<file path="src/rtl/call_button_conditioner.sv">
// Two independent push-button front-end channels (call, cancel): two-flop
// synchronizer, counter debounce, and a registered one-cycle pulse on each accepted press.
module call_button_conditioner #(
  parameter int DEBOUNCE_CYCLES = 16,
  parameter int CNT_W           = 16
) (
  input  logic clk,
  input  logic rst,
  input  logic call_btn,
  input  logic cancel_btn,
  output logic call,
  output logic cancel,
  output logic call_level,
  output logic cancel_level
);

  localparam logic [CNT_W-1:0] CNT_MAX = CNT_W'(DEBOUNCE_CYCLES - 1);
  localparam logic [CNT_W-1:0] CNT_ONE = CNT_W'(1);

  // Bit 0 is the call channel, bit 1 the cancel channel.
  logic [1:0]       btn_s;
  logic [1:0]       sync1_r;
  logic [1:0]       sync2_r;
  logic [1:0]       level_r;
  logic [1:0]       pulse_r;
  logic [1:0]       level_nxt_s;
  logic [1:0]       pulse_nxt_s;
  logic [CNT_W-1:0] cnt_r     [2];
  logic [CNT_W-1:0] cnt_nxt_s [2];

  assign btn_s = {cancel_btn, call_btn};

  // Debounce decision per channel; any agreeing cycle restarts the count.
  always_comb begin
    for (int i = 0; i < 2; i++) begin
      level_nxt_s[i] = level_r[i];
      pulse_nxt_s[i] = 1'b0;
      cnt_nxt_s[i]   = {CNT_W{1'b0}};
      if (sync2_r[i] == level_r[i]) begin
        cnt_nxt_s[i]   = {CNT_W{1'b0}};
      end else if (cnt_r[i] == CNT_MAX) begin
        // Pulse only when the accepted level is a press (0->1).
        level_nxt_s[i] = sync2_r[i];
        pulse_nxt_s[i] = sync2_r[i];
      end else begin
        cnt_nxt_s[i]   = cnt_r[i] + CNT_ONE;
      end
    end
  end

  // Synchronizer, debounce state and output pulse registers.
  always_ff @(posedge clk) begin
    if (rst) begin
      sync1_r  <= 2'b00;
      sync2_r  <= 2'b00;
      level_r  <= 2'b00;
      pulse_r  <= 2'b00;
      cnt_r[0] <= {CNT_W{1'b0}};
      cnt_r[1] <= {CNT_W{1'b0}};
    end else begin
      sync1_r  <= btn_s;
      sync2_r  <= sync1_r;
      level_r  <= level_nxt_s;
      pulse_r  <= pulse_nxt_s;
      cnt_r[0] <= cnt_nxt_s[0];
      cnt_r[1] <= cnt_nxt_s[1];
    end
  end

  assign call         = pulse_r[0];
  assign cancel       = pulse_r[1];
  assign call_level   = level_r[0];
  assign cancel_level = level_r[1];

endmodule

</file>
<file path="config.mk">
export PLATFORM = sky130hd
export DESIGN_NAME = call_button_conditioner
export DESIGN_NICKNAME = d
export VERILOG_FILES = /design/src/rtl/call_button_conditioner.sv
export SDC_FILE = /design/constraint.sdc
export NUM_CORES = 1
export LEC_CHECK = 0
export CELL_PAD_IN_SITES_DETAIL_PLACEMENT = 0
export CELL_PAD_IN_SITES_GLOBAL_PLACEMENT = 1
export CORE_MARGIN = 1.5
export CORE_UTILIZATION = 45
export CTS_CLUSTER_DIAMETER = 120
export CTS_CLUSTER_SIZE = 14
export DETAILED_ROUTE_END_ITERATION = 7
export GPL_ROUTABILITY_DRIVEN = 0
export PLACE_DENSITY_LB_ADDON = 0.1
export SYNTH_ARGS = -nofsm -noshare
export SYNTH_HDL_FRONTEND = slang
export SYNTH_SLANG_ARGS = --single-unit
</file>
<file path="constraint.sdc">
create_clock -name clk -period 2.45 [get_ports clk]
set_clock_uncertainty 0.1 [all_clocks]
set_input_delay 0.735 -clock clk [delete_from_list [all_inputs] [get_ports clk]]
set_output_delay 0.735 -clock clk [all_outputs]
set_load 0.03 [all_outputs]
</file>
==> impl_metrics.py <==
metrics = {
    "status": {
        "status": "complete, no violations",
    },
    "routing": {
        "ant_nets": 0,
        "drt_first_pass_iters": 4,
        "via_per_inst": 5.26,
        "initialDrtViolationCount": 77,
        "vias": 1258,
        "avgRoutedWirePerCell_microns": 12.1,
        "drt_wl_total_microns": 2900,
        "drc": 0,
    },
    "worst_setup_path": {
        "cpPeakStageDelay_ns": 0.69,
        "path_depth": 1,
        "critPathMaxFanout": 4,
        "r2r_cells": 4,
        "arrival_ns": 1.44,
        "critPathBufInv": 1,
        "cp.required_ns": 1.62,
        "cp_slowest_cell": "clkdlybuf4s50_1",
        "critPathCaptureType": "output pin",
        "crit_chain": "clkdlybuf4s50_1",
        "path_class": "reg2out",
        "worstSetupStartpointType": "flop",
        "critPathTopFamily": "buffers and inverters",
    },
    "cts": {
        "post_cts_resized": 0,
        "insertion_delay_ns": 0.35,
        "cts_setup_buffers": 0,
        "cts_root_buf": "clkbuf_4",
        "cts_buffers": 5,
        "cts_hold_buf": 0,
        "cts.path.max_buffers": 2,
        "cts.clk_slew.worst_paths_ns": 0.11,
        "clkSinkCount": 40,
        "cts_max_level": 2,
        "cts_tree": "done",
    },
    "synthesis": {
        "ys_ff_latch": 40,
        "yosysWarningCount": 0,
        "synth.most_common_cell": "dfxtp_1",
        "synth_top_area_share": 0.487,
        "synth_cells": 180,
        "synth_flop_cell": "dfxtp_1",
        "synthArstFlopShare": 0,
        "synth_area_leaders": "dfxtp_1 49%, xnor2_1 14%, nor2_1 8.2%, nor4_1 4.6%, nand3_1 3.4%",
        "yosysSeqAreaShare": 0.487,
        "synthDistinctLibCells": 22,
        "syn_area_sq_um": 1640,
        "synth.cells.most_frequent": "40 x dfxtp_1, 36 x nor2_1, 26 x xnor2_1",
        "syn_area_per_cell_sq_um": 9.13,
        "synth_nets": 186,
        "synth_edf_count": 0,
        "synth_largest_area_cell": "dfxtp_1",
    },
    "sta": {
        "setup_viol": 0,
        "max_freq_mhz": 440,
        "max-slew-margin-rel": 0.669,
        "final.setup.worst_slack_ns": 0.179,
        "report.final.slew_viol_count": 0,
        "hold_viol": 0,
        "rsz0062_at_grt": "no",
        "min_period_ns": 2.27,
        "fin_setup_tns_ns": 0,
        "fin_hold_ws_ns": 0.357,
        "fin_crit_sh": 0.927,
        "worstMarginPinSlew_ns": 0.495,
    },
    "floorplanning": {
        "rows": 21,
        "core_sq_um": 3420,
        "die_h_microns": 63.4,
        "die_w_microns": 63.4,
        "start_util": 0.481,
        "die_area_sq_um": 4020,
        "io_pins": 8,
    },
    "power_and_ir_drop": {
        "p_int_w": 0.000934,
        "clockPowerShare": 0.418,
        "peakVddDrop_v": 0.000406,
        "power_frac_seq": 0.567,
        "power_switching_w": 0.000224,
        "swShare": 0.193,
        "power.density_nw_per_um2": 625,
        "p_comb_frac": 0.015,
        "power.leakage_nw": 0.568,
    },
    "place": {
        "post-dp-hpwl_microns": 2020,
        "dpl_cell_area_sq_um": 1760,
        "placed_cells": 231,
        "io_buffers": 7,
        "place_ws_ns": 0.398,
    },
    "min_path": {
        "hold_class": "reg2reg",
        "holdPathStages": 1,
    },
    "global_routing": {
        "grt_pass1_wl_microns": 5230,
        "grt_usage": 0.164,
        "antenna_found_initial": 0,
        "first_global_vias": 1224,
        "grt-ovfl-total": 0,
        "grt_max_degree": 16,
    },
    "cells_and_area": {
        "areaGrowthSynthToFinish_pct": 12.9,
        "fin_area_sq_um": 1850,
        "drive_gt1_frac": 0.0622,
        "diodes": 0,
        "stdcell_count": 239,
        "nets": 198,
    },
    "job": {
        "drv_cap": 0,
    },
}
state kept, by name, indices dropped and copies added (netlist names):
| register | cells |
|---|---|
| sync2_r | 2 |
| pulse_r | 2 |
| cnt_r | 32 |
| sync1_r | 2 |
| level_r | 2 |
routing by layer:
metal  global-route usage  wire length [microns]
met1                0.178                   1260
met2                0.295                   1510
met3               0.0482                     75
met4               0.0652                     55
met5                    0                      0
worst paths after layout:
| check | from | to | slack [ns] |
|---|---|---|---|
| max reg2reg | cnt_r[0][26] | cnt_r[0][24] | 0.50 |
| min | sync1_r[1] | sync2_r[1] | 0.36 |
| min reg2reg | sync1_r[1] | sync2_r[1] | 0.36 |
| max | level_r[1] | cancel_level | 0.18 |
layout by cell type, fill, tap and decap left out, drive strengths merged:
master | netlist | layout
xnor2 | 26 | 26
ha | 2 | 2
mux2i | 2 | 2
nand3 | 11 | 11
bufinv | 0 | 1
nor4 | 12 | 12
or4 | 4 | 4
clkdlybuf4s50 | 0 | 7
inv | 6 | 6
nand4 | 7 | 7
nor2b | 4 | 4
xor2 | 3 | 3
a21oi | 1 | 1
clkbuf | 2 | 7
dfxtp | 40 | 40
nor3 | 9 | 9
nor4b | 2 | 2
nor2 | 36 | 36
buf | 1 | 1
and3 | 3 | 3
nand2 | 9 | 9
final cells by class:
class                      count  area (sq um)
timing repair buffer           8          77.6
multi-input combinational    131           801
clock buffer                   7          65.1
fill                         326          1560
inverter                       6          22.5
tap                           46          57.6
sequential                    40           801
clock inverter                 1          30.0
kinds of logic (layout without fill, tap and decap cells):
family,Yosys count,count (layout),synth area share
adders and majority gates,2,2,0.0152
xor gates and xnor gates,29,29,0.155
and+or+nand+nor,97,97,0.302
DFF,40,40,0.487
AOI/OAI and AO/OA,1,1,0.00304
muxes,2,2,0.0122
buffers and inverters,9,22,0.0251
metrics by stage:
step | total power (W) | utilization
after floorplan | 0.000682 | -
after global placement | 0.000688 | 0.515
after detailed placement | 0.000689 | 0.515
after CTS | 0.00118 | 0.543
after global routing | 0.00120 | 0.543
final | 0.00116 | 0.543
power groups by stage:
| stage | clock network (W) | registers [W] | logic, W |
|---|---|---|---|
| floorplan | 0 | 0.000671 | 0.0000110 |
| global placement | 0 | 0.000671 | 0.0000174 |
| detailed placement | 0 | 0.000671 | 0.0000180 |
| CTS | 0.000502 | 0.000657 | 0.0000180 |
| global route | 0.000525 | 0.000658 | 0.0000196 |
| finish | 0.000484 | 0.000657 | 0.0000177 |
(Power assumes the default switching activity.)
